===== config.mk =====
export PLATFORM = sky130hd
export DESIGN_NAME = vslc_scan_scheduler
export DESIGN_NICKNAME = d
export VERILOG_FILES = /design/src/rtl/vslc_pkg.sv /design/src/rtl/vslc_task_timer.sv /design/src/rtl/vslc_scan_scheduler.sv
export SDC_FILE = /design/constraint.sdc
export NUM_CORES = 1
export LEC_CHECK = 0
export ABC_CLOCK_PERIOD_IN_PS = 2000
export CAP_MARGIN = 25
export CORE_UTILIZATION = 50
export DETAILED_ROUTE_END_ITERATION = 16
export PLACE_DENSITY = 0.77
export SLEW_MARGIN = 40
export SYNTH_ARGS = -nofsm -noshare
export SYNTH_HDL_FRONTEND = slang
export SYNTH_SLANG_ARGS = --single-unit

===== constraint.sdc =====
create_clock -name scan_cycle_clk -period 2 [get_ports scan_cycle_clk]
set_clock_uncertainty 0.2 [all_clocks]
set_input_delay 0.6 -clock scan_cycle_clk [delete_from_list [all_inputs] [get_ports scan_cycle_clk]]
set_output_delay 0.6 -clock scan_cycle_clk [all_outputs]
set_load 0.05 [all_outputs]

===== src/rtl/vslc_pkg.sv =====
// vslc_pkg
//   Constants and types shared between the VSLC core and its scan scheduler.
//   - VSLC_* defaults for task count, period width, EEPROM address width and
//     the vector table placement (base address, bytes per entry).
//   - vect_field_e: byte offsets of the fields inside one vector-table entry.
//   - sat_inc8: saturating 8-bit increment used by event counters.
package vslc_pkg;

  localparam int VSLC_NUM_TASKS   = 4;
  localparam int VSLC_PERIOD_W    = 8;
  localparam int VSLC_ADDR_W      = 10;
  localparam int VSLC_VECT_BASE   = 0;
  localparam int VSLC_VECT_STRIDE = 4;
  localparam int VSLC_TASK_ID_W   = $clog2(VSLC_NUM_TASKS);

  // Layout of one vector entry: program start address then end address,
  // each stored high byte first.
  typedef enum logic [1:0] {
    VE_START_H = 2'd0,
    VE_START_L = 2'd1,
    VE_END_H   = 2'd2,
    VE_END_L   = 2'd3
  } vect_field_e;

  function automatic logic [7:0] sat_inc8(input logic [7:0] v);
    return (v == 8'hFF) ? v : v + 8'd1;
  endfunction

endpackage


===== src/rtl/vslc_task_timer.sv =====
// vslc_task_timer
//   State for one periodic task: period, countdown, enable, pending activation
//   and sticky deadline-miss flag.
// Ports
//   scan_cycle_clk  in   scheduler clock, one edge per scan
//   rst_n           in   synchronous active-low reset
//   cfg_we          in   config write addressed to this task (already decoded)
//   cfg_period      in   new period (scans between activations minus 1)
//   cfg_en          in   new enable
//   dispatch        in   this task is being dispatched on this edge
//   due             out  enabled and countdown has reached zero
//   ready           out  eligible for dispatch this edge
//   missed          out  sticky deadline-miss flag
module vslc_task_timer
  import vslc_pkg::*;
#(
  parameter int PERIOD_W = VSLC_PERIOD_W
) (
  input  logic                scan_cycle_clk,
  input  logic                rst_n,
  input  logic                cfg_we,
  input  logic [PERIOD_W-1:0] cfg_period,
  input  logic                cfg_en,
  input  logic                dispatch,
  output logic                due,
  output logic                ready,
  output logic                missed
);

  logic [PERIOD_W-1:0] period_q, period_d;
  logic [PERIOD_W-1:0] countdown_q, countdown_d;
  logic                en_q, en_d;
  logic                pending_q, pending_d;
  logic                missed_q, missed_d;

  assign due    = en_q && (countdown_q == '0);
  // A task being reconfigured this edge is never offered to the dispatcher.
  assign ready  = en_q && (pending_q || due) && !cfg_we;
  assign missed = missed_q;

  always_comb begin
    period_d    = period_q;
    countdown_d = countdown_q;
    en_d        = en_q;
    pending_d   = pending_q;
    missed_d    = missed_q;
    if (cfg_we) begin
      // Reconfiguration restarts the task from a clean slate.
      period_d    = cfg_period;
      en_d        = cfg_en;
      countdown_d = cfg_period;
      pending_d   = 1'b0;
      missed_d    = 1'b0;
    end else if (en_q) begin
      if (due) begin
        countdown_d = period_q;
        pending_d   = 1'b1;
        // New activation while the previous one never ran: deadline missed.
        if (pending_q) missed_d = 1'b1;
      end else begin
        countdown_d = countdown_q - PERIOD_W'(1);
      end
      if (dispatch) pending_d = 1'b0;
    end
  end

  always_ff @(posedge scan_cycle_clk) begin
    if (!rst_n) begin
      period_q    <= '0;
      countdown_q <= '0;
      en_q        <= 1'b0;
      pending_q   <= 1'b0;
      missed_q    <= 1'b0;
    end else begin
      period_q    <= period_d;
      countdown_q <= countdown_d;
      en_q        <= en_d;
      pending_q   <= pending_d;
      missed_q    <= missed_d;
    end
  end

endmodule


===== src/rtl/vslc_scan_scheduler.sv =====
// vslc_scan_scheduler
//   Per-scan task scheduler. Each scan edge it picks the lowest-index ready
//   task and hands the core that task's vector-table address. Flags overruns
//   (core still busy) and per-task deadline misses.
// Ports
//   scan_cycle_clk  in   scheduler clock, one rising edge per scan
//   rst_n           in   synchronous active-low reset
//   cfg_we/cfg_task/cfg_period/cfg_en  in  task configuration write
//   busy            in   core still executing the previous program
//   task_valid      out  a task was dispatched this scan
//   task_id         out  dispatched task index
//   vect_addr       out  vector-table address of the dispatched task
//   overrun         out  busy was high at this edge, nothing dispatched
//   overrun_count   out  saturating count of overrun edges
//   missed          out  sticky per-task deadline-miss flags
module vslc_scan_scheduler
  import vslc_pkg::*;
#(
  parameter int NUM_TASKS   = VSLC_NUM_TASKS,
  parameter int PERIOD_W    = VSLC_PERIOD_W,
  parameter int ADDR_W      = VSLC_ADDR_W,
  parameter int VECT_BASE   = VSLC_VECT_BASE,
  parameter int VECT_STRIDE = VSLC_VECT_STRIDE
) (
  input  logic                         scan_cycle_clk,
  input  logic                         rst_n,
  input  logic                         cfg_we,
  input  logic [$clog2(NUM_TASKS)-1:0] cfg_task,
  input  logic [PERIOD_W-1:0]          cfg_period,
  input  logic                         cfg_en,
  input  logic                         busy,
  output logic                         task_valid,
  output logic [$clog2(NUM_TASKS)-1:0] task_id,
  output logic [ADDR_W-1:0]            vect_addr,
  output logic                         overrun,
  output logic [7:0]                   overrun_count,
  output logic [NUM_TASKS-1:0]         missed
);

  localparam int TID_W = $clog2(NUM_TASKS);

  logic [NUM_TASKS-1:0] due_vec;
  logic [NUM_TASKS-1:0] ready_vec;
  logic [NUM_TASKS-1:0] dispatch_oh;

  // Out-of-range cfg_task matches no instance, so such writes are dropped.
  generate
    for (genvar gi = 0; gi < NUM_TASKS; gi++) begin : g_task
      vslc_task_timer #(
        .PERIOD_W (PERIOD_W)
      ) u_timer (
        .scan_cycle_clk (scan_cycle_clk),
        .rst_n          (rst_n),
        .cfg_we         (cfg_we && (cfg_task == TID_W'(gi))),
        .cfg_period     (cfg_period),
        .cfg_en         (cfg_en),
        .dispatch       (dispatch_oh[gi]),
        .due            (due_vec[gi]),
        .ready          (ready_vec[gi]),
        .missed         (missed[gi])
      );
    end
  endgenerate

  // Fixed-priority encoder: lowest index wins.
  logic             win_found;
  logic [TID_W-1:0] win_idx;
  logic [ADDR_W-1:0] win_addr;

  always_comb begin
    win_found = 1'b0;
    win_idx   = '0;
    for (int i = NUM_TASKS - 1; i >= 0; i--) begin
      if (ready_vec[i]) begin
        win_found = 1'b1;
        win_idx   = TID_W'(i);
      end
    end
    win_addr = ADDR_W'(VECT_BASE + int'(win_idx) * VECT_STRIDE);
  end

  // Dispatch register
  logic              task_valid_q, task_valid_d;
  logic [TID_W-1:0]  task_id_q, task_id_d;
  logic [ADDR_W-1:0] vect_addr_q, vect_addr_d;
  logic              overrun_q, overrun_d;
  logic [7:0]        overrun_count_q, overrun_count_d;

  always_comb begin
    dispatch_oh     = '0;
    task_valid_d    = 1'b0;
    task_id_d       = task_id_q;
    vect_addr_d     = vect_addr_q;
    overrun_d       = 1'b0;
    overrun_count_d = overrun_count_q;
    if (busy) begin
      // Core has not finished: skip this scan, pending work stays queued.
      overrun_d       = 1'b1;
      overrun_count_d = sat_inc8(overrun_count_q);
    end else if (win_found) begin
      dispatch_oh[win_idx] = 1'b1;
      task_valid_d         = 1'b1;
      task_id_d            = win_idx;
      vect_addr_d          = win_addr;
    end
  end

  always_ff @(posedge scan_cycle_clk) begin
    if (!rst_n) begin
      task_valid_q    <= 1'b0;
      task_id_q       <= '0;
      vect_addr_q     <= ADDR_W'(VECT_BASE);
      overrun_q       <= 1'b0;
      overrun_count_q <= '0;
    end else begin
      task_valid_q    <= task_valid_d;
      task_id_q       <= task_id_d;
      vect_addr_q     <= vect_addr_d;
      overrun_q       <= overrun_d;
      overrun_count_q <= overrun_count_d;
    end
  end

  assign task_valid    = task_valid_q;
  assign task_id       = task_id_q;
  assign vect_addr     = vect_addr_q;
  assign overrun       = overrun_q;
  assign overrun_count = overrun_count_q;

endmodule


---- Word-level counts from Yosys, hierarchy flattened ----
Index checks and enable logic that the tools add are counted.
Widths: inputs -> output; s select.
cells by class
  add/sub/neg operators ................... 5
  $lt $le $gt $ge ......................... 2
  equal/unequal tests ..................... 4
  muxes and demuxes ....................... 34
  bitwise operators ....................... 3
  reduce and logical (&&, ||, !) cells .... 53
operator list
  operator             count
  $mux 8               12
  $logic_not 8->1      4
  $sub 8x1->8 const B  4
  $logic_and 1x1->1    17
  $reduce_bool 2->1    8
  $mux 1               15
  $reduce_and 2->1     6
  $reduce_and 3->1     4
  $reduce_or 2->1      5
  $add 8x1->8 const B  1
  $eq 8x8->1 const B   1
  $mux 2               4
  $mux 4               2
  $eq 2x2->1 const B   2
  $logic_not 1->1      4
  $logic_or 1x1->1     4
  $lt 2x3->1 const B   1
  $not 1->1            3
  $demux 1 s2          1
  $eq 2x1->1 const B   1
  $ge 2x1->1 const B   1
  $logic_not 2->1      1
storage, ports and cells
  bits in registers ....................... 88
  input port bits ......................... 15
  output and inout port bits .............. 26
  word-level logic and storage cells ...... 125

---- Logic depth before layout (Yosys ltp) ----
  depth in word-level cells ............... 17
  gate-level depth with buffers ........... 8
  depth with buffers taken out ............ 7

---- Modules after synthesis ----
Synthesis repeated with hierarchy kept, for this count alone.
second synthesis, totals
  cells, all modules ...................... 545
  area total of the unflattened synthesis .. 4822.1 um^2
by module, submodules not included
  module               instances  cells an instance  area each (um^2)  seq. area each (um^2)
  vslc_task_timer      4          116                1021.0            380.4
  vslc_scan_scheduler  1          81                 738.2             240.2

---- Worst setup path before layout ----
Ideal clock, no wire load.
  path type ............................... input to register
  start ................................... input cfg_we
  end ..................................... register g_task[0].u_timer.period_q[2]
  setup time .............................. 0.132 ns
  arrival ................................. 1.796 ns
  data required time ...................... 1.668 ns
  slack ................................... -0.128 ns
  stages .................................. 6
  path buffers ............................ 3
  cell sequence ........................... clkbuf_1 or3b_2 clkbuf_1 clkbuf_1 nand2_1 a21oi_1
on the way
  cells in the longest elaborated chain, start to end .. 1
RTL lines
  item                  line                       RTL
  from (decl)           vslc_scan_scheduler.sv:27  input logic cfg_we,
  $logic_and 1x1->1     vslc_scan_scheduler.sv:54  .cfg_we (cfg_we && (cfg_task == TID_W'(gi))),
  to (signal assigned)  vslc_task_timer.sv:75      period_q <= period_d;
  to (decl)             vslc_task_timer.sv:30      logic [PERIOD_W-1:0] period_q, period_d;
Every way passes these cells.
A chain may end at the register's enable or synchronous reset.

---- Final worst setup path ----
  start ................................... register g_task[2].u_timer.countdown_q[5]
  end ..................................... register g_task[2].u_timer.countdown_q[4]
on the way
  cells in the longest elaborated chain, start to end .. 5
RTL lines
  item                    line                   RTL
  from (decl)             vslc_task_timer.sv:31  logic [PERIOD_W-1:0] countdown_q, countdown_d;
  from (signal assigned)  vslc_task_timer.sv:76  countdown_q <= countdown_d;
  $logic_not 8->1         vslc_task_timer.sv:36  assign due = en_q && (countdown_q == '0);
  $logic_and 1x1->1       vslc_task_timer.sv:36
  $mux 8                  vslc_task_timer.sv:55  if (due) begin
  $mux 8                  vslc_task_timer.sv:54  end else if (en_q) begin
  $mux 8                  vslc_task_timer.sv:47  if (cfg_we) begin
Every way passes these cells. The select of a mux whose other input is x is not followed.

==> reports/summary.txt <==
Die Wd = 96.47 um
Clock period minus final worst setup slack = 2.024 ns
Die Area = 0.009306 mm2
Kind of critical path = flip-flop to flip-flop
Slew @ Worst Pin = 0.5111 ns
Post-route worst setup slack = -0.02448 ns
Post-route ant nets = 0
Number of clock sinks = 88
Detailed Route Iter0 Violations = 184
Worst Path Required = 2.07 ns
RSZ-0062 raised after global routing = yes
Share of layout cells above drive strength 1 = 0.2550
Final Setup Violations = 2
Post-DP HPWL = 8501 um
Worst Setup End Kind = flip-flop
Synthesized area = 0.004462 mm2
Yosys top cell area share = 0.3948
Max IR drop VDD = 0.0004616 V
Synth Area per Inst = 7.939 um2
Post-synthesis register bit count = 88
Setup crit start kind = flip-flop
Final core occ = 0.6798
Fmax = 494.0 MHz
Synth area leader = dfxtp_1
Die H = 96.47 um
Max Cap Violations = 0
Most frequent cells in the layout = nand2_1, dfxtp_1, buf_4
Seq/Total Area, Yosys = 0.3948
Clock Tree Buf Depth = 2
Hold WC Path Type = flip-flop to flip-flop
Fillcell total = 668
Fin. Hold Viols = 0
Critical path data arrival time = 2.09 ns
Num CTS Buffers = 9
Top FF cell, synth = dfxtp_1
Crit path from = g_task[2].u_timer.countdown_q[5]
Initial Util = 0.5141
Core area = 0.008678 mm2
EDFF count, synth = 0
Gate Count Post-Synth = 562
Nets = 666
Root Buffer Master = clkbuf_8
Critical R2R Launch = g_task[2].u_timer.countdown_q[5]
First-pass GRT wire length = 19,460 um
Port bufs = 32
Cell Pwr Density = 724.8 mW/mm2
Worst-path maximum fanout = 3
All-layer global routing usage = 0.2739
Leak pwr = 0.002268 uW
Synth cell types = 65
Slew Viols, Final = 0
H-tree depth = 3
Initial antenna violation count = 0
Headroom to the max-slew limit = 0.6561
HP Start = g_task[2].u_timer.period_q[2]
Synth Warn # = 0
Wire length per cell = 16.30 um
Async SR Flop Fraction = 0
Layout area overhead = 32.22%
DR DRC count = 0
Reg clk slew, reported paths = 0.09 ns
Period utilization = 1.012
Diode count = 0
Placed Area = 0.005455 mm2
Area contributors post-synth = dfxtp_1, nand2_1, a21oi_1, o21ai_0, a31oi_1
Final WL = 12,310 um
Clock latency on the worst-skew pair = 0.37 ns
CTS tree = done
Vias = 4,414
Overflow after GRT = 0
Finished Cell Area = 0.005899 mm2
Status = finished, violations left
Drt via density = 5.846
DR pass1 iterations = 5
Routability Congestion = 0.9219
# rows = 34
Largest net degree at the start of global routing = 21
I/O Pins = 41
Commonest non-fill, non-tap cell in the layout = nand2_1
Vias in the first global route = 4,152
Violated checks = negative setup slack
## Yosys cell counts, drive strengths merged (6+ instances only)
library cell  number
a21oi             61
a31oi             25
buf               17
clkbuf            29
dfxtp             88
ha                 9
inv               17
mux2i              9
nand2            108
nand2b            14
nand3b             6
nor2              33
nor3               8
nor3b              8
o211ai             9
o21ai             34
xnor2              6
## final cells by class
class                      count  area (um2)  area share
sequential                    88        1773      0.3005
clock inverter                 4       52.55    0.008908
multi-input combinational    418        2601      0.4409
clock buffer                  12       155.1     0.02630
timing repair buffer         108        1119      0.1896
inverter                      17       63.81     0.01082
tap                          108       135.1     0.02291
## report_power, final
part	leakage (uW)	internal (uW)	total (uW)	switching, uW
clock network	0.000107	649	1290	638
logic	0.00144	512	1090	575
registers	0.000720	1830	1900	73.0
## worst max-delay path: stages (launching register included)
cell,delay (ns)
dfxtp_2,0.34
or4_4,0.56
nor3_4,0.17
buf_6,0.15
mux2_4,0.29
mux2i_1,0.13
a21oi_1,0.08
## metrics by stage
step / cells / hold slack (ns) / setup TNS (ns) / power, uW / setup WS, ns
floorplan: 569 / 0.2311 / 0 / 2524 / 0.0009195
global placement: 734 / 0.2383 / -16.14 / 2834 / -0.3559
detailed placement: 734 / 0.2468 / -19.56 / 2872 / -0.4145
CTS: 754 / 0.2596 / -0.1073 / 4218 / -0.03891
global route: 755 / 0.2825 / -0.7501 / 4467 / -0.09211
finish: 755 / 0.2587 / -0.04089 / 4276 / -0.02448
## final timing paths
check	slack, ns	endpoint	cells after the start
setup reg to reg	-0.02	g_task[2].u_timer.countdown_q[4]	6
setup / recovery	-0.02	g_task[2].u_timer.countdown_q[4]	6
hold reg to reg	0.26	g_task[2].u_timer.period_q[2]	2
hold / removal	0.26	g_task[2].u_timer.period_q[2]	2
## state kept, by name, indices dropped and copies added (netlist names)
name and cells:
g_task.u_timer.pending_q 4, overrun_count 8, g_task.u_timer.missed 4, overrun 1
task_valid 1, g_task.u_timer.countdown_q 32, task_id 2, g_task.u_timer.period_q 32
g_task.u_timer.en_q 4
## metal layers
| metal | vias up | GRT usage | wire length [um] |
|---|---|---|---|
| li1 | 2142 | - | - |
| met3 | 38 | 0.06495 | 790 |
| met1 | 2091 | 0.3372 | 5052 |
| met4 | 0 | 0.1299 | 449 |
| met2 | 143 | 0.4501 | 6014 |
| met5 | - | 0 | 0 |
## kinds of logic after synthesis
group,after synthesis,share of synthesized area
flip-flops,88,0.3948
AO/OA/AOI/OAI,163,0.2235
adder cells (fa/ha/maj),9,0.02524
AND/OR/NAND/NOR,216,0.2395
multiplexers,13,0.03113
buffers and inverters,63,0.06730
XOR/XNOR,9,0.01767
other,1,0.0008405
## timing repair
item,in CTS,in global routing
cloned,0,0
pin swaps,16,17
hold endpoints to repair,0,0
gates resized for setup,22,34
setup endpoints to repair,18,30
buffers inserted,4,2
hold buffers,0,0
No activity file was read; power rests on OpenSTA's default activity.
